**src/rtl/wall_control.sv**
```systemverilog
// wall_control: per-frame erase / update / settle / redraw sequencer for the wall datapath.
// Also paces frames and buffers frame ticks that arrive while a frame is in progress.
module wall_control #(
    parameter int SCREEN_W = 160,
    parameter int SCREEN_H = 120,
    parameter int WALL_W   = 4,
    parameter int HOLE_H   = 32
) (
    input  logic       clk,
    input  logic       reset,
    input  logic       enable,
    input  logic       frame_tick,
    input  logic [7:0] wall_x,
    input  logic [7:0] hole_y,
    output logic [1:0] cur_state,
    output logic       plot,
    output logic [7:0] x_out,
    output logic [7:0] y_out,
    output logic [2:0] colour,
    output logic       busy,
    output logic       frame_done
);
    typedef enum logic [2:0] {IDLE, ERASE, UPDATE, SETTLE, DRAW, DONE} state_t;
    localparam logic [7:0] COL_LAST = 8'(WALL_W - 1);
    localparam logic [7:0] ROW_LAST = 8'(SCREEN_H - 1);
    localparam logic [8:0] SCR_W9   = 9'(SCREEN_W);
    localparam logic [8:0] HOLE_H9  = 9'(HOLE_H);
    state_t     state_q, state_d;
    logic       pending_q, pending_d;
    logic [7:0] x_base_q, x_base_d, hole_base_q, hole_base_d;
    logic [7:0] col_q, col_d, row_q, row_d;
    logic       last, col_wrap;
    logic [7:0] col_nxt, row_nxt;
    logic [8:0] x_sum, y9, hole_lo, hole_hi;
    logic       in_hole, scanning;
    always_ff @(posedge clk) begin
        if (reset) begin
            state_q     <= IDLE;
            pending_q   <= 1'b0;
            x_base_q    <= 8'd0;
            hole_base_q <= 8'd0;
            col_q       <= 8'd0;
            row_q       <= 8'd0;
        end else begin
            state_q     <= state_d;
            pending_q   <= pending_d;
            x_base_q    <= x_base_d;
            hole_base_q <= hole_base_d;
            col_q       <= col_d;
            row_q       <= row_d;
        end
    end
    assign col_wrap = col_q == COL_LAST;
    assign last     = col_wrap && row_q == ROW_LAST;
    assign col_nxt  = col_wrap ? 8'd0 : col_q + 8'd1;
    assign row_nxt  = !col_wrap ? row_q : (last ? 8'd0 : row_q + 8'd1);
    always_comb begin
        state_d     = state_q;
        pending_d   = pending_q | (frame_tick && state_q != IDLE);
        x_base_d    = x_base_q;
        hole_base_d = hole_base_q;
        col_d       = col_q;
        row_d       = row_q;
        case (state_q)
            IDLE: if (enable && (frame_tick || pending_q)) begin
                state_d   = ERASE;
                x_base_d  = wall_x;
                pending_d = 1'b0;
                col_d     = 8'd0;
                row_d     = 8'd0;
            end
            ERASE: begin
                col_d   = col_nxt;
                row_d   = row_nxt;
                state_d = last ? UPDATE : ERASE;
            end
            UPDATE: state_d = SETTLE;
            // datapath outputs have settled one cycle after the update command
            SETTLE: begin
                x_base_d    = wall_x;
                hole_base_d = hole_y;
                col_d       = 8'd0;
                row_d       = 8'd0;
                state_d     = DRAW;
            end
            DRAW: begin
                col_d   = col_nxt;
                row_d   = row_nxt;
                state_d = last ? DONE : DRAW;
            end
            DONE:    state_d = IDLE;
            default: state_d = IDLE;
        endcase
    end
    // 9-bit sums so off-screen columns and a hole reaching past 255 never wrap
    assign x_sum    = {1'b0, x_base_q} + {1'b0, col_q};
    assign y9       = {1'b0, row_q};
    assign hole_lo  = {1'b0, hole_base_q};
    assign hole_hi  = hole_lo + HOLE_H9;
    assign in_hole  = y9 >= hole_lo && y9 < hole_hi;
    assign scanning = state_q == ERASE || state_q == DRAW;
    assign cur_state  = state_q == UPDATE ? 2'd0 : state_q == ERASE ? 2'd1 :
                        state_q == DRAW ? 2'd2 : 2'd3;
    assign plot       = scanning && x_sum < SCR_W9;
    assign x_out      = x_sum[7:0];
    assign y_out      = row_q;
    assign colour     = (state_q == DRAW && !in_hole) ? 3'b010 : 3'b000;
    assign busy       = state_q != IDLE;
    assign frame_done = state_q == DONE;
endmodule
```
**config.mk**
```make
export PLATFORM = sky130hd
export DESIGN_NAME = wall_control
export DESIGN_NICKNAME = d
export VERILOG_FILES = /design/src/rtl/wall_control.sv
export SDC_FILE = /design/constraint.sdc
export NUM_CORES = 1
export LEC_CHECK = 0
export ABC_AREA = 1
export CORE_ASPECT_RATIO = 2
export CORE_MARGIN = 2
export CORE_UTILIZATION = 45
export DETAILED_ROUTE_END_ITERATION = 8
export PLACE_DENSITY_LB_ADDON = 0.12
export RECOVER_POWER = 100
export SYNTH_ARGS = -nofsm -noshare
export SYNTH_HDL_FRONTEND = slang
export SYNTH_SLANG_ARGS = --single-unit
```
**constraint.sdc**
```tcl
create_clock -name clk -period 4.7 [get_ports clk]
set_clock_uncertainty 0.05 [all_clocks]
set_input_delay 0.705 -clock clk [delete_from_list [all_inputs] [get_ports clk]]
set_output_delay 0.705 -clock clk [all_outputs]
set_load 0.01 [all_outputs]
```
[Yosys cells after proc, flatten, opt, wreduce, memory -nomap -nowiden]
Index checks and enable logic that the tools add are counted.
Operators by class
  mux-type cells: 18
  bitwise operators: 1
  $add $sub $neg: 4
  eq/ne operators: 9
  reduce and logical (&&, ||, !) cells: 17
  $lt $le $gt $ge: 3
Operators by type and width (count)
  one-hot mux 8 bit (3 select lines): 2
  2-to-1 mux 8 bit: 5
  adder 8 x 1 -> 8 bit, second input constant: 2
  one-hot mux 8 bit (2 select lines): 1
  one-hot mux 3 bit (5 select lines): 1
  adder 8 x 6 -> 9 bit, second input constant: 1
  adder 8 x 8 -> 9 bit: 1
  < comparator 8 x 9 -> 1 bit: 1
  < comparator 9 x 8 -> 1 bit, second input constant: 1
  equality test 8 x 2 -> 1 bit, second input constant: 1
  equality test 8 x 7 -> 1 bit, second input constant: 1
  >= comparator 8 bit: 1
  2-to-1 mux 2 bit: 4
  equality test 3 x 2 -> 1 bit, second input constant: 2
  equality test 3 bit, second input constant: 2
  logical AND 1 bit: 6
  nonzero test 3 bit: 2
  2-to-1 mux 1 bit: 4
  AND reduction 2 bit: 2
  equality test 3 x 1 -> 1 bit, second input constant: 1
  zero test 3 bit: 1
  2-to-1 mux 3 bit: 1
  AND reduction 3 bit: 1
  logical OR 1 bit: 2
  6 further kinds: 6
Word-level totals
  bits of input ports: 20
  logic and storage cells: 58
  bits in registers: 36
  output and inout bits: 24

[Longest topological paths before layout]
  depth after elaboration: 6
  depth in mapped cells: 11

[Worst setup path before layout]
No wires, ideal clock.
  path kind: reg2out
  start: register col_q[0]
  end: output port plot
  path buffers: 0
  arrival: 1.504 ns
  setup slack: 2.441 ns
  cell stages (with the launch flop): 11
  required time: 3.945 ns
  path through: dfxtp_1 > ha_1 > inv_1 > fa_1 > inv_1 > nand2_1 > nand3_1 > nand2_1 > nand2_1 > nand2_1 > a21oi_1
Between the ends
  longest elaborated chain between the ends: 3
Ends and longest elaborated chain
  start, declared: line 31  | logic [7:0] col_q, col_d, row_q, row_d;
  start signal, assigned: line 49  | col_q <= col_d;
  adder 8 x 8 -> 9 bit: line 96  | assign x_sum = {1'b0, x_base_q} + {1'b0, col_q};
  < comparator 9 x 8 -> 1 bit: line 104  | assign plot = scanning && x_sum < SCR_W9;
  logical AND 1 bit: line 104
  end, declared: line 16  | output logic plot,
No other way between the ends.

[Worst setup path in the final report]
Ends and elaborated chain as after synthesis.

==> metrics.md <==
| Metric | Value |
|---|---|
| Post-DP HPWL | 5250 um |
| Top_reg_cell synth | dfxtp_1 |
| Clk root buf | clkbuf_8 |
| Critical Path RT | between 3 and 4 ns |
| Synth cell types | 31 |
| Vias in the first global route | 2565 |
| Drc violations | 0 |
| Die area | about 6300 um^2 |
| Die Span X | approximately 57 um |
| Final Power | between 700 and 800 uW |
| Largest net degree at the start of global routing | 20 |
| Avg WL per Cell | 12.9 um |
| Most frequent CP cell | nand2_1 |
| Critical path's largest stage delay | 0.61 ns |
| Crit path time final | 3.22 ns |
| Commonest cells after routing, fill and taps aside | 99 x nand2_1, 63 x inv_1, 52 x nor2_1 |
| Via density | approximately 5.2 |
| Syn Inst Count | between 300 and 400 |
| H-Tree Depth | 2 |
| Final core utilization | around 56% |
| # clock sinks | 36 |
| Grt ovf | 0 |
| Final Cell Area | just over 3000 um^2 |
| Post_cts resized | 0 |
| Arrival time at the worst endpoint | between 2 and 2.5 ns |
| Ys async rst share | 0% |
| CP Cell Sequence | ha_1 -> inv_1 -> fa_1 -> inv_1 -> nand2_1 -> nand3_1 -> nand2_1 -> nand2_1 -> nand2_1 -> a21oi_1 -> dlygate4sd3_1 |
| Post-route setup TNS | 0 ns |
| Row count | 38 |
| Worst-margin pin slew | around 0.88 ns |
| Status | complete, no violations |
| Achievable Freq | roughly 310 MHz |
| CTS max path bufs | 2 |
| Hold slack | approximately 0.41 ns |
| Port-buffer cells | 41 |
| Post-CTS Setup Bufs | 0 |
| Slew HR | between 40% and 50% |
| Post-synth EDFFs | 0 |
| Reg area | 721 um^2 |
| HP Class | reg -> reg |
| Ant. Diodes | 0 |
| Gr usage total | around 22% |
| Seq/Total Area, Yosys | 28.3% |
| Slowest CP cell | dlygate4sd3_1 |
| Worst R2R Path Depth | 9 |
| Core area | around 5500 um^2 |
| Synth area leader | dfxtp_1 |
| WL final | approximately 6500 um |
| Final antenna-violating net count | 0 |
| Synth top area share | between 20% and 30% |
| Hold_buf cts | 0 |
| First-pass GRT wire length | ~11000 um |
| Avg Inst Size Synth | 6.43 um^2 |
| TritonCTS buffer count | 5 |
| PwrDens | 232 nW/um^2 |
| Peak VDD IR | ~190 uV |
| Final period util | ~68% |
| DR pass1 iterations | 4 |
| Leakage power | 1.52 nW |
| FILL cells | 572 |
| Worst-skew pair later-pin latency | slightly below 0.3 ns |
| Final net count | 481 |
| Routability cong. | 0.860 |
| Share of cells above drive strength 1 | under 10% |
| Endpoint class of the critical path | output pin |
| Area contributors post-synth | dfxtp_1 28%, nand2_1 14%, ha_1 11% |
| Hold Fails Final Rpt | 0 |
| CTS tree | done |
| Crit path kind | reg -> out |
| Max-capacitance violation count | 0 |
| Placed cell area | about 3000 um^2 |
| Fin. max-slew vios | 0 |
| Area growth, synth to finish | 20.1% |
| Starting Density | between 40% and 50% |
| Initial DRC Count | 81 |
| Clk slew on worst S/H paths | roughly 0.080 ns |
| Post-Synthesis Cell Area | 2550 um^2 |
| CP max FO | 3 |
| Synthesized flop and latch total | 36 |
| Yosys warns | 0 |
| Setup violations, final | 0 |
| I/O pins | 44 |
| Die Height | around 110 um |
| Antenna violations before repair | 0 |
| RSZ-0062 raised after global routing | false |
| Worst hold path depth | 2 |
| Via count | ~2.6k |
| Element type at the critical path start | register |
| Footprint of the multi-input gates | 1490 um^2 |
| Most common cell after layout, fill and taps aside | nand2_1 |
-- critical path, delay by kind of cell, from the launching register on --
family | cells | cell delay (ns)
AO/OA/AOI/OAI | 1 | 0.10
flip-flops | 1 | 0.38
adder cells (fa/ha/maj) | 2 | 0.64
AND/OR/NAND/NOR | 5 | 0.30
buffers and inverters | 3 | 0.75
-- per-layer routing --
| layer | vias up | GRT usage (%) | wire [um] |
|---|---|---|---|
| met1 | 1185 | 19.4 | 2190 |
| met3 | 14 | 3.04 | 155 |
| met2 | 43 | 44.9 | 3890 |
| li1 | 1336 | - | - |
| met5 | - | 0 | 0 |
| met4 | 0 | 10.4 | 212 |
-- layout make-up --
type | instances | share of cell area (%)
clock buffers | 6 | 2.37
clock inverters | 2 | 1.14
inverters | 69 | 8.46
multi-input cells | 285 | 48.6
flip-flops and latches | 36 | 23.5
well taps | 60 | 2.45
repair buffers | 41 | 13.4
-- worst paths after layout --
check                 start              to  slack (ns)
max                col_q[0]            plot        1.48
min          hole_base_q[4]  hole_base_q[4]        0.41
max reg2reg       pending_q        y_out[3]        2.19
min reg2reg  hole_base_q[4]  hole_base_q[4]        0.41
-- report_power, final --
part	internal [mW]	switching (mW)
clock network	0.157	0.113
logic	0.0504	0.0655
registers	0.314	0.00823
-- flip-flops by register name, summed over array words and instances (netlist names) --
signal	count
col_q	8
hole_base_q	8
x_base_q	8
y_out	8
state_q	3
pending_q	1
-- synthesized netlist by cell type (3+ instances only) --
library cell,number
nand2_1,96
inv_1,61
nor2_1,49
dfxtp_1,36
a21oi_1,27
nand3_1,23
ha_1,22
o21ai_0,22
nand4_1,11
inv_2,8
nor3_1,8
clkbuf_1,3
nand2_2,3
xor2_1,3
-- kinds of logic after synthesis --
group,Yosys count,synth area share [%]
DFF,36,28.3
adders and majority gates,23,11.6
buffers and inverters,76,12.1
and+or+nand+nor,198,34.0
AOI/OAI and AO/OA,57,12.1
other,1,0.147
xor gates and xnor gates,5,1.72
-- per-stage QoR --
step	setup WS, ns	cells
2_1_floorplan	2.44	397
3_3_place_gp	1.92	491
3_5_place_dp	1.84	491
4_1_cts	1.52	499
5_1_grt	1.27	499
6_report	1.48	499
Power figures use the tool's default switching activity.
==> RTL edit 1 (config.mk and constraints unchanged) <==
Register the outputs `cur_state`, `plot`, `x_out`, `colour`, `busy` and `frame_done`, without a reset; this adds one clock of latency there. The other outputs are not delayed to match.
--- a/src/rtl/wall_control.sv
+++ b/src/rtl/wall_control.sv
@@ -101,10 +101,11 @@
     assign scanning = state_q == ERASE || state_q == DRAW;
-    assign cur_state  = state_q == UPDATE ? 2'd0 : state_q == ERASE ? 2'd1 :
-                        state_q == DRAW ? 2'd2 : 2'd3;
-    assign plot       = scanning && x_sum < SCR_W9;
-    assign x_out      = x_sum[7:0];
     assign y_out      = row_q;
-    assign colour     = (state_q == DRAW && !in_hole) ? 3'b010 : 3'b000;
-    assign busy       = state_q != IDLE;
-    assign frame_done = state_q == DONE;
+    always_ff @(posedge clk) begin
+        cur_state  <= state_q == UPDATE ? 2'd0 : state_q == ERASE ? 2'd1 : state_q == DRAW ? 2'd2 : 2'd3;
+        plot       <= scanning && x_sum < SCR_W9;
+        x_out      <= x_sum[7:0];
+        colour     <= (state_q == DRAW && !in_hole) ? 3'b010 : 3'b000;
+        busy       <= state_q != IDLE;
+        frame_done <= state_q == DONE;
+    end
 endmodule
Function: changed (Yosys sat finds a counterexample within 4 cycles, from zero or initial values and one cycle with reset high).
==> RTL edit 1 against the unedited design <==
  * Cell area rose by 12%
  * First-iteration DRC count rose by 38%
  * Setup slack improved by 0.062 ns
  * Area after synthesis rose by 10%
  * Critical endpoint is now y_out[5]
  * Sequential cell count rose by 14
  * Largest power group is now clock
  * Largest cell class unchanged
  * Power rose by 51%
  * Non-clock buffer count did not move
  * Routed wire length rose by 6.1%
  * Register-to-register slack got worse by 0.12 ns
==> RTL edit 1: results (changes against the unedited design) <==
metric,value,unit,change
status,completed,,unchanged
Final WS setup,1.54,ns,was 1.48 ns
Switching Share,23.3,%,was 26.4%
Worst Reg-to-Reg Cells,11,,was 9
Worst Hold End,hole_base_q[4],,unchanged
H-tree Lvls,2,,unchanged
clk_lat worst skew,0.29,ns,about the same
hold slack,0.414,ns,was 0.411 ns
first-pass GRT wire length,11.4,mm,was 11.1 mm
Peak supply drop,0.195,mV,was 0.193 mV
All-Layer GR Usage,22.4,%,was 22.0%
min-delay src,hole_base_q[4],,unchanged
adder-cell area share of the yosys netlist,10.5,%,was 11.6%
post-synthesis xor/xnor area fraction,1.56,%,was 1.72%
"top cells by count, synth","nand2_1 (79), inv_1 (54), dfxtp_1 (50), nor2_1 (48), o21ai_0 (26)",,"was nand2_1 (96), inv_1 (61), nor2_1 (49), dfxtp_1 (36), a21oi_1 (27)"
Vias/cell,5.21,,was 5.17
GP Congestion,0.869,,was 0.860
crit path from,frame_tick,,was col_q[0]
CTS root buf,clkbuf_16,,was clkbuf_8
CP Data Arrival Time,3.34,ns,was 2.46 ns
Post-synth EDFFs,0,,unchanged
Compound-Gate Fraction of Synth Area,11.4,%,was 12.1%
dpl ws,2.24,ns,was 1.84 ns
mux cell area share after synthesis,0,%,unchanged
worst slew pin tran,0.733,ns,was 0.876 ns
placed cell areas,3260,um2,was 2990 um2
worst-path maximum fanout,11,,was 3
dpl cells,483,,was 491
Critical R2R Launch,state_q[0],,was pending_q
setup bufs post-CTS,0,,unchanged
cell family with most CP delay,buffers and inverters,,unchanged
number of global-route vias before repair,2577,,"was 2,565"
largest net degree at the start of global routing,21,,was 20
sequential share of the synthesized area,35.6,%,was 28.3%
count of different cell masters after synthesis,40,,was 31
Max stage delay on crit path,0.58,ns,was 0.61 ns
Avg Inst Size Synth,7.31,um2,was 6.43 um2
final wirelength,6.84,mm,was 6.45 mm
layout cell share with drive strength beyond 1,5.61,%,was 4.10%
Hold WC Path Type,flip-flop to flip-flop,,unchanged
Ys Warns,0,,unchanged
port bufs,41,,unchanged
First DRT Iteration DRCs,112,,was 81
hold path depth,2,,unchanged
WL per Instance,13.9,um,was 12.9 um
Reg2Reg Setup Slack,2.07,ns,was 2.19 ns
Most used DFF post-synth,dfxtp_1,,unchanged
Post-layout nets,470,,was 481
PostCTS Resize Cnt,0,,unchanged
CP endpoint,y_out[5],,was plot
clock buffer depth,2,,unchanged
slowest CP cell,dlygate4sd3_1,,unchanged
Area contributors post-synth,"dfxtp_1 (36%), nand2_1 (11%), ha_1 (9.8%), inv_1 (7.2%), nor2_1 (6.4%)",,"was dfxtp_1 (28%), nand2_1 (14%), ha_1 (11%), inv_1 (9.0%), nor2_1 (7.2%)"
dpl hpwl,5.53,mm,was 5.25 mm
Leakage,1.63,nW,was 1.52 nW
TritonCTS buffer count,5,,unchanged
RTL edit 1: cell types whose count changed after synthesis, sizes merged, moves of 5 or more:
cell / delta
nand3: -5
nor3: -5
inv: -7
nand2: -13
dfxtp: +14
RTL edit 1: layout make-up:
type | count | area, um2
Fill cell | 609 | 2590
Multi-Input combinational cell | 267 | 1490
Sequential cell | 50 | 1000
Timing Repair Buffer | 41 | 410
Inverter | 62 | 236
Clock buffer | 6 | 139
Tap cell | 63 | 78.8
Clock inverter | 2 | 60.1
RTL edit 1: cells by family (layout without fill, tap and decap cells):
| group | after synthesis | in the layout |
|---|---|---|
| simple gates | 179 | 179 |
| xor+xnor | 5 | 5 |
| flops | 50 | 50 |
| fa+ha+maj | 23 | 23 |
| buf+inv | 68 | 111 |
| compound gates | 58 | 58 |
| other cells | 1 | 2 |
RTL edit 1: worst min-delay path, delay by kind of cell (launching register included):
| family | cells | cell delay (ns) |
|---|---|---|
| flops | 1 | 0.30 |
| buf+inv | 1 | 0.06 |
| compound gates | 1 | 0.06 |
RTL edit 1: power by group through the flow:
| stage | registers, mW | clock network [mW] | logic, mW |
|---|---|---|---|
| after detailed placement | 0.467 | 0 | 0.143 |
| after floorplan | 0.470 | 0 | 0.0812 |
| after CTS | 0.457 | 0.491 | 0.144 |
| final | 0.456 | 0.482 | 0.131 |
| after global routing | 0.458 | 0.504 | 0.148 |
| after global placement | 0.466 | 0 | 0.141 |
RTL edit 1: layer usage:
metal  up-vias  share of wire, %  global-route usage [%]
li1       1317                 -                       -
met1      1169                33                    19.4
met2        49                60                    44.1
met3        21               2.3                    3.24
met4         0               4.8                    13.9
met5         -                 0                       0
==> RTL edit 2 (same settings) <==
Made on the original files. Change the parameter `SCREEN_W` from 160 to 128.
--- a/src/rtl/wall_control.sv
+++ b/src/rtl/wall_control.sv
@@ -3,3 +3,3 @@
 module wall_control #(
-    parameter int SCREEN_W = 160,
+    parameter int SCREEN_W = 128,
     parameter int SCREEN_H = 120,
Function: changed (Yosys sat finds a counterexample within 4 cycles, from zero or initial values and one cycle with reset high).
==> RTL edit 2 against the unedited design <==
  * Area after synthesis hardly changed
  * Non-clock buffer count stayed put
  * Hold slack better by 0.0042 ns
  * Routed wire length is 0.47% lower
  * Clock power is 9.2% higher
  * Setup slack better by 0.054 ns
  * Synthesized cell count is 4.8% lower
  * Cell area is 0.16% higher
  * Power is 4.7% higher
  * Fmax is 1.7% higher
  * Sequential cell count stayed put
  * Critical path type unchanged
  * Sequential share of layout area hardly changed
  * Cell count is 3.8% lower
  * Critical endpoint is now colour[1]
==> RTL edit 2: results (changes against the unedited design) <==
metric,value,unit,change
Max stage delay on crit path,0.62,ns,
Avg Inst Size Synth,6.75,um2,was 6.43 um2
status,completed,,unchanged
CP Data Arrival Time,2.41,ns,was 2.46 ns
slowest CP cell,dlygate4sd3_1,,unchanged
setup bufs post-CTS,0,,unchanged
"CTS clk-pin slew, worst paths",0.07,ns,
"top cells by count, synth","nand2_1 (88), nor2_1 (53), inv_1 (45), dfxtp_1 (36), a21oi_1 (28)",,"was nand2_1 (96), inv_1 (61), nor2_1 (49), dfxtp_1 (36), a21oi_1 (27)"
first-pass GRT wire length,10.7,mm,was 11.1 mm
Peak supply drop,0.283,mV,was 0.193 mV
Async SR Flop Fraction,0,%,unchanged
dpl cells,472,,was 491
1st-pass router iterations,4,,unchanged
initial antenna violation count,0,,unchanged
CTS root buf,clkbuf_8,,unchanged
via count,2516,,"was 2,578"
clock buffer depth,2,,unchanged
First DRT Iteration DRCs,65,,was 81
port bufs,41,,unchanged
placed cell areas,2980,um2,was 2990 um2
Hold WC Path Type,flip-flop to flip-flop,,unchanged
largest net degree at the start of global routing,20,,unchanged
Area contributors post-synth,"dfxtp_1 (28%), nand2_1 (13%), ha_1 (11%), nor2_1 (7.8%), inv_1 (6.6%)",,"was dfxtp_1 (28%), nand2_1 (14%), ha_1 (11%), inv_1 (9.0%), nor2_1 (7.2%)"
TritonCTS buffer count,5,,unchanged
number of global-route vias before repair,2424,,"was 2,565"
slew margin rel.,21.8,%,was 41.4%
Post-layout nets,462,,was 481
# diodes,0,,unchanged
All-Layer GR Usage,22.3,%,was 22.0%
Leakage,1.43,nW,was 1.52 nW
PostCTS Resize Cnt,0,,unchanged
final wirelength,6.42,mm,was 6.45 mm
worst-path maximum fanout,4,,was 3
dpl ws,1.91,ns,was 1.84 ns
H-tree Lvls,2,,unchanged
GP Congestion,0.821,,was 0.860
clk_lat worst skew,0.29,ns,about the same
sequential share of the synthesized area,28.3,%,about the same
layout cell share with drive strength beyond 1,5.48,%,was 4.10%
Ys Warns,0,,unchanged
fin cells,480,,was 499
dpl hpwl,5.32,mm,was 5.25 mm
count of different cell masters after synthesis,36,,was 31
RTL edit 2: layer usage:
layer / GRT usage [%] / vias up / share of wire [%]
met5: 0 / - / 0
met4: 15.1 / 0 / 7.1
met3: 3.62 / 23 / 3.3
met2: 45.4 / 52 / 57
met1: 18.5 / 1142 / 33
li1: - / 1299 / -
RTL edit 2: path summary, 6_finish.rpt:
check            startpoint             end  slack (ns)  cells past startpoint
min          hole_base_q[4]  hole_base_q[4]        0.42                      2
min reg2reg  hole_base_q[4]  hole_base_q[4]        0.42                      2
max          hole_base_q[5]       colour[1]        1.53                     10
max reg2reg      state_q[2]        y_out[6]        2.20                      7
RTL edit 2: cell type report:
type | instances | area, um2
fillers | 572 | 2350
multi-input cells | 284 | 1540
flip-flops and latches | 36 | 721
repair buffers | 41 | 410
inverters | 51 | 191
clock buffers | 7 | 96.3
well taps | 60 | 75.1
clock inverters | 1 | 30.0
RTL edit 2: logic make-up (layout without fill, tap and decap cells):
family,after synthesis,after routing,synth area share (%)
adder cells (fa/ha/maj),23,23,11.6
AND/OR/NAND/NOR,191,191,34.1
other,1,2,0.147
buffers and inverters,58,100,9.49
AO/OA/AOI/OAI,61,61,13.9
flip-flops,36,36,28.3
XOR/XNOR,7,7,2.41
RTL edit 2: worst max-delay path, delay by kind of cell (launching register included):
family	cells	cell delay [ns]
buffers and inverters	3	0.70
adder cells (fa/ha/maj)	2	0.57
AND/OR/NAND/NOR	4	0.40
flip-flops	1	0.34
AO/OA/AOI/OAI	1	0.13
RTL edit 2: where the power goes:
| group | total [mW] | internal (mW) | switching [mW] |
|---|---|---|---|
| sequential | 0.325 | 0.315 | 0.0109 |
| clock | 0.296 | 0.187 | 0.109 |
| combinational | 0.121 | 0.0525 | 0.0683 |
